## src/rtl/imem_arbiter_if.sv

```systemverilog
// imem_arbiter_if: bundles the CPU fetch port, the loader/debug port and the
// instruction-memory port of imem_arbiter. The slave modport is the arbiter's
// view; the master modport is the view of the CPU, loader and memory around it.
`timescale 1ns/1ps
interface imem_arbiter_if #(
  parameter int AW = 8
);
  logic          cpu_req;
  logic [31:0]   cpu_pc;
  logic          cpu_ack;
  logic [31:0]   cpu_instr;
  logic          cpu_fault;
  logic          ld_req;
  logic [AW-1:0] ld_addr;
  logic          ld_we;
  logic [31:0]   ld_wdata;
  logic          ld_ack;
  logic [31:0]   ld_rdata;
  logic [AW-1:0] mem_addr;
  logic          mem_we;
  logic [31:0]   mem_wdata;
  logic [31:0]   mem_rdata;

  modport slave (
    input  cpu_req, cpu_pc,
    output cpu_ack, cpu_instr, cpu_fault,
    input  ld_req, ld_addr, ld_we, ld_wdata,
    output ld_ack, ld_rdata,
    output mem_addr, mem_we, mem_wdata,
    input  mem_rdata
  );

  modport master (
    output cpu_req, cpu_pc,
    input  cpu_ack, cpu_instr, cpu_fault,
    output ld_req, ld_addr, ld_we, ld_wdata,
    input  ld_ack, ld_rdata,
    input  mem_addr, mem_we, mem_wdata,
    output mem_rdata
  );
endinterface

```

## src/rtl/imem_arbiter.sv

```systemverilog
// imem_arbiter: shares one instruction memory between a CPU fetch port and a
// loader/debug port. Loader has priority; after STARVE_LIMIT consecutive
// loader grants with the CPU waiting, the CPU is granted once. Each access is
// a grant cycle (IDLE) followed by one access cycle (ACC); the ack follows.
// Optional feature: define IMEM_ARB_FAULT_EN to flag misaligned or
// out-of-range CPU fetch addresses with cpu_fault instead of accessing memory.
`timescale 1ns/1ps
module imem_arbiter #(
  parameter int STARVE_LIMIT = 4,
  parameter int AW           = 8
) (
  input  logic           clk,
  input  logic           reset_n,
  imem_arbiter_if.slave  bus
);

  localparam int SW = (STARVE_LIMIT < 1) ? 1 : $clog2(STARVE_LIMIT + 1);

  localparam logic [0:0] S_IDLE  = 1'b0;
  localparam logic [0:0] S_ACC   = 1'b1;
  localparam logic       OWN_CPU = 1'b0;
  localparam logic       OWN_LD  = 1'b1;

  logic [0:0]    state_q,     state_d;
  logic [SW-1:0] starve_q,    starve_d;
  logic          cpu_ack_q,   cpu_ack_d;
  logic          ld_ack_q,    ld_ack_d;
  logic          cpu_fault_q, cpu_fault_d;
  logic [31:0]   cpu_instr_q, cpu_instr_d;
  logic [31:0]   ld_rdata_q,  ld_rdata_d;
  logic          owner_q,     owner_d;
  logic [AW-1:0] addr_q,      addr_d;
  logic          we_q,        we_d;
  logic [31:0]   wdata_q,     wdata_d;
  logic          fault_q,     fault_d;

  logic pc_bad;
  logic starved;
  logic grant_cpu;
  logic grant_ld;

`ifdef IMEM_ARB_FAULT_EN
  assign pc_bad = (bus.cpu_pc[1:0] != 2'b00) || ((bus.cpu_pc >> (AW + 2)) != 32'd0);
  assign bus.cpu_fault = cpu_fault_q;
`else
  // Upper/lower PC bits are deliberately ignored in this build.
  logic unused_cfg;
  assign unused_cfg    = ^{bus.cpu_pc[31:AW+2], bus.cpu_pc[1:0], cpu_fault_q};
  assign pc_bad        = 1'b0;
  assign bus.cpu_fault = 1'b0;
`endif

  assign starved   = (starve_q == SW'(STARVE_LIMIT));
  assign grant_cpu = (state_q == S_IDLE) && bus.cpu_req && (!bus.ld_req || starved);
  assign grant_ld  = (state_q == S_IDLE) && bus.ld_req && !grant_cpu;

  // A faulted CPU fetch never drives its address onto the memory.
  assign bus.mem_addr  = ((state_q == S_ACC) && !((owner_q == OWN_CPU) && fault_q)) ? addr_q : '0;
  // Write enable is cut combinationally by reset so a reset mid-write is harmless.
  assign bus.mem_we    = reset_n && (state_q == S_ACC) && (owner_q == OWN_LD) && we_q;
  assign bus.mem_wdata = wdata_q;

  assign bus.cpu_ack   = cpu_ack_q;
  assign bus.ld_ack    = ld_ack_q;
  assign bus.cpu_instr = cpu_instr_q;
  assign bus.ld_rdata  = ld_rdata_q;

  // Grant decision, starvation bookkeeping and completion capture.
  always_comb begin
    state_d     = state_q;
    starve_d    = starve_q;
    cpu_ack_d   = 1'b0;
    ld_ack_d    = 1'b0;
    cpu_fault_d = 1'b0;
    cpu_instr_d = cpu_instr_q;
    ld_rdata_d  = ld_rdata_q;
    owner_d     = owner_q;
    addr_d      = addr_q;
    we_d        = we_q;
    wdata_d     = wdata_q;
    fault_d     = fault_q;
    case (state_q)
      S_IDLE: begin
        if (!bus.cpu_req) starve_d = '0;
        if (grant_ld) begin
          state_d = S_ACC;
          owner_d = OWN_LD;
          addr_d  = bus.ld_addr;
          we_d    = bus.ld_we;
          wdata_d = bus.ld_wdata;
          fault_d = 1'b0;
          if (bus.cpu_req && !starved) starve_d = starve_q + 1'b1;
        end else if (grant_cpu) begin
          state_d  = S_ACC;
          owner_d  = OWN_CPU;
          addr_d   = bus.cpu_pc[AW+1:2];
          we_d     = 1'b0;
          fault_d  = pc_bad;
          starve_d = '0;
        end
      end
      default: begin
        state_d = S_IDLE;
        if (owner_q == OWN_LD) begin
          ld_ack_d   = 1'b1;
          ld_rdata_d = bus.mem_rdata;
        end else begin
          cpu_ack_d = 1'b1;
          if (fault_q) cpu_fault_d = 1'b1;
          else         cpu_instr_d = bus.mem_rdata;
        end
      end
    endcase
  end

  // Control and output registers, cleared by the synchronous reset.
  always_ff @(posedge clk) begin
    if (!reset_n) begin
      state_q     <= S_IDLE;
      starve_q    <= '0;
      cpu_ack_q   <= 1'b0;
      ld_ack_q    <= 1'b0;
      cpu_fault_q <= 1'b0;
      cpu_instr_q <= '0;
      ld_rdata_q  <= '0;
    end else begin
      state_q     <= state_d;
      starve_q    <= starve_d;
      cpu_ack_q   <= cpu_ack_d;
      ld_ack_q    <= ld_ack_d;
      cpu_fault_q <= cpu_fault_d;
      cpu_instr_q <= cpu_instr_d;
      ld_rdata_q  <= ld_rdata_d;
    end
  end

  // Access descriptor latched at grant; only meaningful while in ACC.
  always_ff @(posedge clk) begin
    owner_q <= owner_d;
    addr_q  <= addr_d;
    we_q    <= we_d;
    wdata_q <= wdata_d;
    fault_q <= fault_d;
  end

endmodule

```

## src/flat_wrapper.sv

```systemverilog
// flat-port wrapper written by rule: the top's interface ports become plain ports
module imem_arbiter_flat 
#(
  parameter int STARVE_LIMIT = 4,
  parameter int AW           = 8
)
  (clk, reset_n, bus_cpu_req, bus_cpu_pc, bus_cpu_ack, bus_cpu_instr, bus_cpu_fault, bus_ld_req, bus_ld_addr, bus_ld_we, bus_ld_wdata, bus_ld_ack, bus_ld_rdata, bus_mem_addr, bus_mem_we, bus_mem_wdata, bus_mem_rdata);
  imem_arbiter_if #(.AW(AW)) bus_i ();
  input  logic clk;
  input  logic reset_n;
  input wire logic [$bits(bus_i.cpu_req)-1:0] bus_cpu_req;
  input wire logic [$bits(bus_i.cpu_pc)-1:0] bus_cpu_pc;
  output wire logic [$bits(bus_i.cpu_ack)-1:0] bus_cpu_ack;
  output wire logic [$bits(bus_i.cpu_instr)-1:0] bus_cpu_instr;
  output wire logic [$bits(bus_i.cpu_fault)-1:0] bus_cpu_fault;
  input wire logic [$bits(bus_i.ld_req)-1:0] bus_ld_req;
  input wire logic [$bits(bus_i.ld_addr)-1:0] bus_ld_addr;
  input wire logic [$bits(bus_i.ld_we)-1:0] bus_ld_we;
  input wire logic [$bits(bus_i.ld_wdata)-1:0] bus_ld_wdata;
  output wire logic [$bits(bus_i.ld_ack)-1:0] bus_ld_ack;
  output wire logic [$bits(bus_i.ld_rdata)-1:0] bus_ld_rdata;
  output wire logic [$bits(bus_i.mem_addr)-1:0] bus_mem_addr;
  output wire logic [$bits(bus_i.mem_we)-1:0] bus_mem_we;
  output wire logic [$bits(bus_i.mem_wdata)-1:0] bus_mem_wdata;
  input wire logic [$bits(bus_i.mem_rdata)-1:0] bus_mem_rdata;
  assign bus_i.cpu_req = bus_cpu_req;
  assign bus_i.cpu_pc = bus_cpu_pc;
  assign bus_cpu_ack = bus_i.cpu_ack;
  assign bus_cpu_instr = bus_i.cpu_instr;
  assign bus_cpu_fault = bus_i.cpu_fault;
  assign bus_i.ld_req = bus_ld_req;
  assign bus_i.ld_addr = bus_ld_addr;
  assign bus_i.ld_we = bus_ld_we;
  assign bus_i.ld_wdata = bus_ld_wdata;
  assign bus_ld_ack = bus_i.ld_ack;
  assign bus_ld_rdata = bus_i.ld_rdata;
  assign bus_mem_addr = bus_i.mem_addr;
  assign bus_mem_we = bus_i.mem_we;
  assign bus_mem_wdata = bus_i.mem_wdata;
  assign bus_i.mem_rdata = bus_mem_rdata;
  imem_arbiter #(.STARVE_LIMIT(STARVE_LIMIT), .AW(AW)) u_core (.clk(clk), .reset_n(reset_n), .bus(bus_i));
endmodule
```

## config.mk

```make
export PLATFORM = sky130hd
export DESIGN_NAME = imem_arbiter_flat
export DESIGN_NICKNAME = d
export VERILOG_FILES = /design/src/rtl/imem_arbiter_if.sv /design/src/rtl/imem_arbiter.sv /design/src/flat_wrapper.sv
export SDC_FILE = /design/constraint.sdc
export NUM_CORES = 1
export LEC_CHECK = 0
export CAP_MARGIN = 20
export CORE_MARGIN = 4
export CORE_UTILIZATION = 40
export CTS_CLUSTER_DIAMETER = 200
export DETAILED_ROUTE_END_ITERATION = 7
export PLACE_DENSITY = 0.81
export SYNTH_ARGS = -nofsm -noshare
export SYNTH_HDL_FRONTEND = slang
export SYNTH_SLANG_ARGS = --single-unit
```

## constraint.sdc

```tcl
create_clock -name clk -period 2.53 [get_ports clk]
set_input_delay 0.253 -clock clk [delete_from_list [all_inputs] [get_ports clk]]
set_output_delay 0.253 -clock clk [all_outputs]
set_load 0.05 [all_outputs]
```

# Word-level counts from Yosys, hierarchy flattened
# Cells that the tools add are included.
# word_totals
reg_bits	112
inputBits	109
out_inout_bits	108
elab_cells	47
# classes
add_sub_neg	1
eq_ne	1
mux	13
bitwise_logic	3
n_reduce_logical	19
# op_table
cell	n
$mux 8	3
$mux 3	4
$reduce_and 2->1	5
$logic_and 1x1->1	8
$mux 1	6
$add 3x1->3 const B	1
$eq 3x3->1 const B	1
$logic_not 1->1	3
$not 1->1	3
$reduce_bool 2->1	1
$reduce_or 2->1	1
$logic_or 1x1->1	1

# Longest topological paths before layout
# Gate-level depths: netlist of run 1.
# logic_depth
ltp_word	7
ltp_mapped	6
ltp_nobuf	5

# Worst setup path after synthesis of run 1
# No wires, ideal clock.
# synth_timing
path_type	reg-to-reg
start	reg u_core.starve_q[0]
end	reg u_core.wdata_q[0] (netlist: u_core.bus.mem_wdata[0]) (enable)
arrival_ns	1.567
required_time_ns	2.143
path_slack_ns	0.577
stages_incl_launch_ff	7
path_buffers	1
synth_period_minus_slack_ns	1.953
cell_sequence	dfxtp_1 > inv_1 > ha_1 > nand3_1 > nand3b_4 > buf_6 > inv_1
# synth_between
elab_chain_cells	6
# synth_lines
item	line	rtl
start: declaration	imem_arbiter.sv:25	logic [SW-1:0] starve_q, starve_d;
start signal: assignment	imem_arbiter.sv:128	starve_q <= starve_d;
$eq 3x3->1	imem_arbiter.sv:53	assign starved = (starve_q == SW'(STARVE_LIMIT));
$logic_or 1x1->1	imem_arbiter.sv:54	assign grant_cpu = (state_q == S_IDLE) && bus.cpu_req && (!bus.ld_req || starved);
$logic_and 1x1->1	imem_arbiter.sv:54	
$logic_not 1->1	imem_arbiter.sv:55	assign grant_ld = (state_q == S_IDLE) && bus.ld_req && !grant_cpu;
$logic_and 1x1->1	imem_arbiter.sv:55	
$reduce_and 2->1 (no source line)	n/a	
end signal: assignment	imem_arbiter.sv:142	wdata_q <= wdata_d;
end: declaration	imem_arbiter.sv:34	logic [31:0] wdata_q, wdata_d;
# No other way between the ends.
# A chain may end at the register's enable or synchronous reset.

# Worst setup path in the final report of run 1
# layout_timing
start	reg u_core.state_q
end	out bus_mem_addr[2]
# layout_between
elab_chain_cells	1
# layout_lines
item	line	rtl
start: declaration	imem_arbiter.sv:24	logic [0:0] state_q, state_d;
start signal: assignment	imem_arbiter.sv:127	state_q <= state_d;
$mux 8	imem_arbiter.sv:58	assign bus.mem_addr = ((state_q == S_ACC) && !((owner_q == OWN_CPU) && fault_q)) ? addr_q : '0;
end: declaration	flat_wrapper.sv:22	output wire logic [$bits(bus_i.mem_addr)-1:0] bus_mem_addr;
# No other way between the ends.

==> results.py, run 1 <==
metrics = {
    "detailed_routing": {
        "num_vias": 3338,
        "ant_nets": 0,
        "route.detailed.drc": 0,
        "drt-initial-drc-count": 125,
        "via_per_inst": 4.74,
        "drt_first_pass_iters": 5,
        "wl_per_cell_um": 16.1,
        "drt-total-wl_um": 11400,
    },
    "timing": {
        "fin_crit_sh_pct": 91.3,
        "fmax_ghz": 0.433,
        "hold_violations": 0,
        "relSlewSlack_pct": 62.3,
        "slew_viol_final": 0,
        "fin_setup_tns_ns": 0,
        "clock_skew_ns": 0.00464,
        "rsz0062_at_grt": "no",
        "tightest_slew_ns": 0.563,
        "period_needed_ns": 2.31,
        "setup_viol": 0,
    },
    "setup_path": {
        "r2r-start": "u_core.starve_q[0]",
        "required_ns": 2.28,
        "cp_max_fo": 17,
        "startpoint": "u_core.state_q",
        "crit_arrival_ns": 2.06,
        "rrSetupSlack_ns": 0.72,
        "critPathCaptureType": "primary output",
        "cp-start-kind": "flop",
        "worstSetupPathType": "flop to primary output",
    },
    "grt": {
        "grt-ovfl-total": 0,
        "grt_pass1_wl_um": 17700,
        "grt_pass1_vias": 3427,
        "grt_use_total_pct": 17.9,
        "antenna_found_initial": 0,
        "grt_max_degree": 38,
    },
    "clocking": {
        "cts.sinks": 112,
        "cts_buffers": 9,
        "clock_path_buffers": 2,
        "clock_latency_ns": 0.36,
        "ctsHoldBuffers": 0,
        "cts-resized-gates": 0,
        "clkTransAtPathRegs_ns": 0.10,
        "cts_tree": "done",
        "root_buffer": "clkbuf_8",
        "postCtsSetupRepairBufs": 0,
        "htreeDepth": 3,
    },
    "logic_synthesis": {
        "syn_nets": 487,
        "syn_area_per_cell_um2": 11.3,
        "yosysSeqAreaShare_pct": 62.7,
        "synth_commonest_cells": "132 x nand2_1, 70 x dfxtp_1, 42 x edfxtp_1, 31 x a21boi_1, 29 x a21boi_2",
        "syn_inst": 376,
        "synth_top_cell_area_share_pct": 33.0,
        "synthesis.area_um2": 4250,
        "synth-seq-cells": 112,
        "yosysTopAreaCell": "dfxtp_1",
        "synth.most_common_cell": "nand2_1",
        "ys.flop_type": "dfxtp_1",
        "ys_warn_count": 0,
        "async_flop_share_pct": 0,
        "synth-edff-count": 42,
        "synth_cell_types": 25,
        "synth.area.top_cells": "dfxtp_1 33%, edfxtp_1 30%, nand2_1 12%",
    },
    "flow_run": {
        "max_cap_violations": 0,
    },
    "status": {
        "status": "finished clean",
    },
    "placement": {
        "dp_hpwl_um": 8460,
        "place.gp.congestion": 0.763,
        "dpl.cell_count": 688,
        "io_buffers": 191,
    },
    "die": {
        "die_w_um": 111,
        "rows": 37,
        "design.core.area_um2": 10300,
        "ios": 217,
        "dieArea_um2": 12300,
        "start_util_pct": 41.1,
        "die_y_um": 111,
    },
    "power_and_ir_drop": {
        "ir_drop_v": 0.000251,
        "p_leak_uw": 0.00225,
        "power.density_nw_per_um2": 605,
    },
    "layout": {
        "fin_nets": 674,
        "drive_gt1_share_pct": 11.1,
        "area_growth_syn_to_layout_pct": 50.6,
        "stdcell_count": 704,
        "diodes": 0,
    },
    "worst_hold_path": {
        "hold_start": "reset_n",
        "hold_class": "input pin to flop",
    },
}
where the power goes:
group | internal (uW) | switching, uW | total [uW] | leakage (uW)
Sequential | 1980 | 43.2 | 2020 | 0.000975
Clock | 449 | 569 | 1020 | 0.0000898
Combinational | 335 | 500 | 835 | 0.00118
area by class of cell:
cell class | instances | area, um^2
Tap cell | 136 | 170
Clock inverter | 7 | 61.3
Inverter | 5 | 18.8
Sequential cell | 112 | 2660
Multi-Input combinational cell | 235 | 1390
Timing Repair Buffer | 200 | 1970
Fill cell | 828 | 3930
Clock buffer | 9 | 124
critical path: stages (launching register included):
cell and delay, ns:
dfxtp_1 0.66, and2_1 0.23, clkdlybuf4s50_1 0.80
worst paths after layout:
kind / end / depth (start not counted)
setup / recovery: bus_mem_addr[2] / 2
hold / removal: u_core.bus.cpu_instr[31] / 2
setup reg to reg: u_core.bus.mem_wdata[23] / 6
hold reg to reg: u_core.bus.ld_rdata[16] / 2
registers in the layout (all words and copies together) (netlist names):
register / count
u_core.addr_q: 8
u_core.bus.mem_wdata: 32
u_core.bus.ld_rdata: 32
u_core.owner_q: 1
u_core.bus.cpu_instr: 32
u_core.we_q: 1
u_core.bus.ld_ack: 1
u_core.bus.cpu_ack: 1
u_core.starve_q: 3
u_core.state_q: 1
cells in the final DEF (no fill, tap or decap), drive strengths merged, types with 6 or more instances in the layout:
master | netlist | final
clkdlybuf4s50 | 0 | 189
nand2 | 132 | 132
dfxtp | 70 | 70
a21boi | 64 | 64
edfxtp | 42 | 42
and2 | 12 | 12
buf | 17 | 11
clkbuf | 7 | 9
mux2 | 8 | 8
inv | 5 | 6
cells by family (layout without fill, tap and decap cells):
kind of cell    Yosys count  count (layout)  synth area share, %
flops                   112             112                 62.7
buf+inv                  29             221                 4.71
mux                       8               8                 2.12
other cells               1               1               0.0883
simple gates            156             156                 15.4
fa+ha+maj                 2               2                0.589
compound gates           68              68                 14.4
layer usage:
layer	up-vias	track usage (%)	part of all wire (%)
met5	-	0	0
met4	0	6.08	1.6
met3	14	4.97	9.0
met2	160	31.8	50
met1	1556	20.9	39
li1	1608	-	-
per-stage QoR:
stage          setup WS [ns]  cell area, um^2  power, uW  hold slack [ns]  util [%]
4_1_cts                0.187             6390       3920            0.387      61.9
2_1_floorplan          0.577             4250       2560            0.352         -
5_1_grt                0.108             6390       4040            0.407      61.9
3_3_place_gp           0.688             6210       2880            0.442      60.2
3_5_place_dp           0.620             6210       2900            0.445      60.2
6_report               0.219             6390       3870            0.383      61.9
(Power assumes the default switching activity.)
==> inputs of run 2 (changes only) <==
--- a/config.mk
+++ b/config.mk
@@ -6,7 +6,7 @@
 export NUM_CORES = 1
 export LEC_CHECK = 0
 export CAP_MARGIN = 20
-export CORE_MARGIN = 4
+export CORE_MARGIN = 3
 export CORE_UTILIZATION = 40
 export CTS_CLUSTER_DIAMETER = 200
 export DETAILED_ROUTE_END_ITERATION = 7
@@ -14,3 +14,4 @@
 export SYNTH_ARGS = -nofsm -noshare
 export SYNTH_HDL_FRONTEND = slang
 export SYNTH_SLANG_ARGS = --single-unit
+export TNS_END_PERCENT = 100
==> run 2 against run 1 <==
Effect of this change: maximum frequency up 3.5%; design area up 0.31%; global-route usage up 0.91 points; hold slack better by 0.0057 ns; count of clock-buffer cells in the layout up 2; sequential cell count unchanged; combinational power about the same; register-to-register slack better by 0.04 ns.
==> results.py, run 2 (same netlist as run 1, synthesis figures left out) <==
metrics = {
    "clocking": {
        "htreeDepth": 3,
        "cts-resized-gates": 0,
        "clkTransAtPathRegs_ns": 0.10,
        "cts_tree": "done",
        "cts_buffers": 9,
        "clock_path_buffers": 2,
        "cts.sinks": 112,
        "clock_latency_ns": 0.37,
        "ctsHoldBuffers": 0,
        "postCtsSetupRepairBufs": 0,
        "root_buffer": "clkbuf_8",
    },
    "grt": {
        "grt_pass1_vias": 3399,
        "grt_use_total_pct": 18.8,
        "grt_max_degree": 40,
        "antenna_found_initial": 0,
        "grt-ovfl-total": 0,
        "grt_pass1_wl_um": 17300,
    },
    "detailed_routing": {
        "wl_per_cell_um": 16.1,
        "via_per_inst": 4.73,
        "drt_first_pass_iters": 4,
        "drt-initial-drc-count": 137,
        "drt-total-wl_um": 11300,
        "ant_nets": 0,
        "route.detailed.drc": 0,
        "num_vias": 3306,
    },
    "setup_path": {
        "worstSetupEndpoint": "bus_mem_addr[3]",
        "crit_arrival_ns": 1.98,
        "cp.buffers_inverters": 1,
        "reg2reg_depth": 6,
        "cp_max_fo": 17,
        "worstSetupPathType": "flop to primary output",
        "rrSetupSlack_ns": 0.76,
        "required_ns": 2.28,
        "crit_family": "buffers and inverters",
        "startpoint": "u_core.state_q",
        "cp-start-kind": "flop",
        "crit_cells": 2,
        "path_cells": "and2_1, clkdlybuf4s50_1",
        "critPathCaptureType": "primary output",
        "worst_path_max_delay_cell": "clkdlybuf4s50_1",
        "regToRegEndpoint": "u_core.bus.mem_wdata[28]",
        "cpPeakStageDelay_ns": 0.82,
        "r2r-start": "u_core.starve_q[0]",
    },
    "layout": {
        "drive_gt1_share_pct": 11.5,
        "final_cell_mix": "189 x clkdlybuf4s50_1, 132 x nand2_1, 70 x dfxtp_1, 42 x edfxtp_1, 31 x a21boi_1",
        "area_growth_syn_to_layout_pct": 51.1,
        "multi_input_area_um2": 1390,
        "mostFrequentLayoutCell": "clkdlybuf4s50_1",
        "filler_cell_count": 774,
        "regArea_um2": 2660,
        "fin_nets": 672,
        "diodes": 0,
        "final_util_pct": 63.9,
    },
    "timing": {
        "clock_skew_ns": 0.0134,
        "fmax_ghz": 0.448,
        "fin_setup_tns_ns": 0,
        "rsz0062_at_grt": "no",
        "hold_violations": 0,
        "period_needed_ns": 2.23,
        "fin_crit_sh_pct": 88.2,
        "tightest_slew_ns": 0.612,
        "setup_viol": 0,
        "slew_viol_final": 0,
        "relSlewSlack_pct": 59.2,
    },
    "placement": {
        "place.gp.congestion": 0.748,
        "dp_hpwl_um": 8230,
        "io_buffers": 191,
    },
    "die": {
        "die_y_um": 109,
        "start_util_pct": 42.3,
        "dieArea_um2": 11900,
        "rows": 36,
        "ios": 217,
        "design.core.area_um2": 10000,
        "die_w_um": 109,
    },
    "flow_run": {
        "max_cap_violations": 0,
    },
    "power_and_ir_drop": {
        "power.density_nw_per_um2": 618,
        "p_leak_uw": 0.00226,
        "ir_drop_v": 0.000282,
    },
    "worst_hold_path": {
        "hold_class": "input pin to flop",
    },
    "status": {
        "status": "finished clean",
    },
}
## run 2: power breakdown
group          internal, uW  total (uW)  switching, uW
Clock                   518        1110            591
Combinational           335         834            499
Sequential             1980        2020           42.6
Total                  2830        3960           1130
## run 2: area by class of cell
class | count | area share (%)
clock buffer | 11 | 2.36
multi-input combinational | 235 | 21.6
tap | 133 | 2.59
inverter | 5 | 0.293
timing repair buffer | 198 | 30.7
sequential | 112 | 41.5
clock inverter | 5 | 0.936
## run 2: worst min-delay path by stage
| stage | depth (start not counted) | start | end | slack, ns |
|---|---|---|---|---|
| 3_5_place_dp | 2 | u_core.bus.ld_rdata[5] | u_core.bus.ld_rdata[5] | 0.45 |
| 3_3_place_gp | 2 | u_core.bus.ld_rdata[2] | u_core.bus.ld_rdata[2] | 0.44 |
| 2_1_floorplan | 0 | bus_ld_wdata[0] | u_core.bus.mem_wdata[0] | 0.35 |
| 4_1_cts | 2 | reset_n | u_core.bus.cpu_instr[31] | 0.38 |
| 6_report | 2 | reset_n | u_core.bus.cpu_instr[31] | 0.39 |
| 5_1_grt | 2 | reset_n | u_core.bus.cpu_instr[31] | 0.39 |
## run 2: metrics by stage
stage | instance area [um^2] | hold WS, ns | setup WS (ns) | total power (uW) | cells
after floorplan | 4250 | 0.352 | 0.577 | 2560 | 376
after global placement | 6200 | 0.442 | 0.673 | 2890 | 683
after detailed placement | 6200 | 0.447 | 0.645 | 2900 | 683
after CTS | 6410 | 0.382 | 0.232 | 4010 | 699
after global routing | 6410 | 0.392 | 0.134 | 4130 | 699
final | 6410 | 0.389 | 0.298 | 3960 | 699
## run 2: per-layer routing
| layer | vias to the layer above | share of wire (%) | wire [um] | GRT usage [%] |
|---|---|---|---|---|
| met1 | 1524 | 37 | 4190 | 19.8 |
| met5 | - | 0 | 0 | 0 |
| met4 | 0 | 1.5 | 174 | 6.31 |
| met3 | 14 | 13 | 1480 | 8.35 |
| li1 | 1613 | - | - | - |
| met2 | 155 | 48 | 5430 | 33.5 |
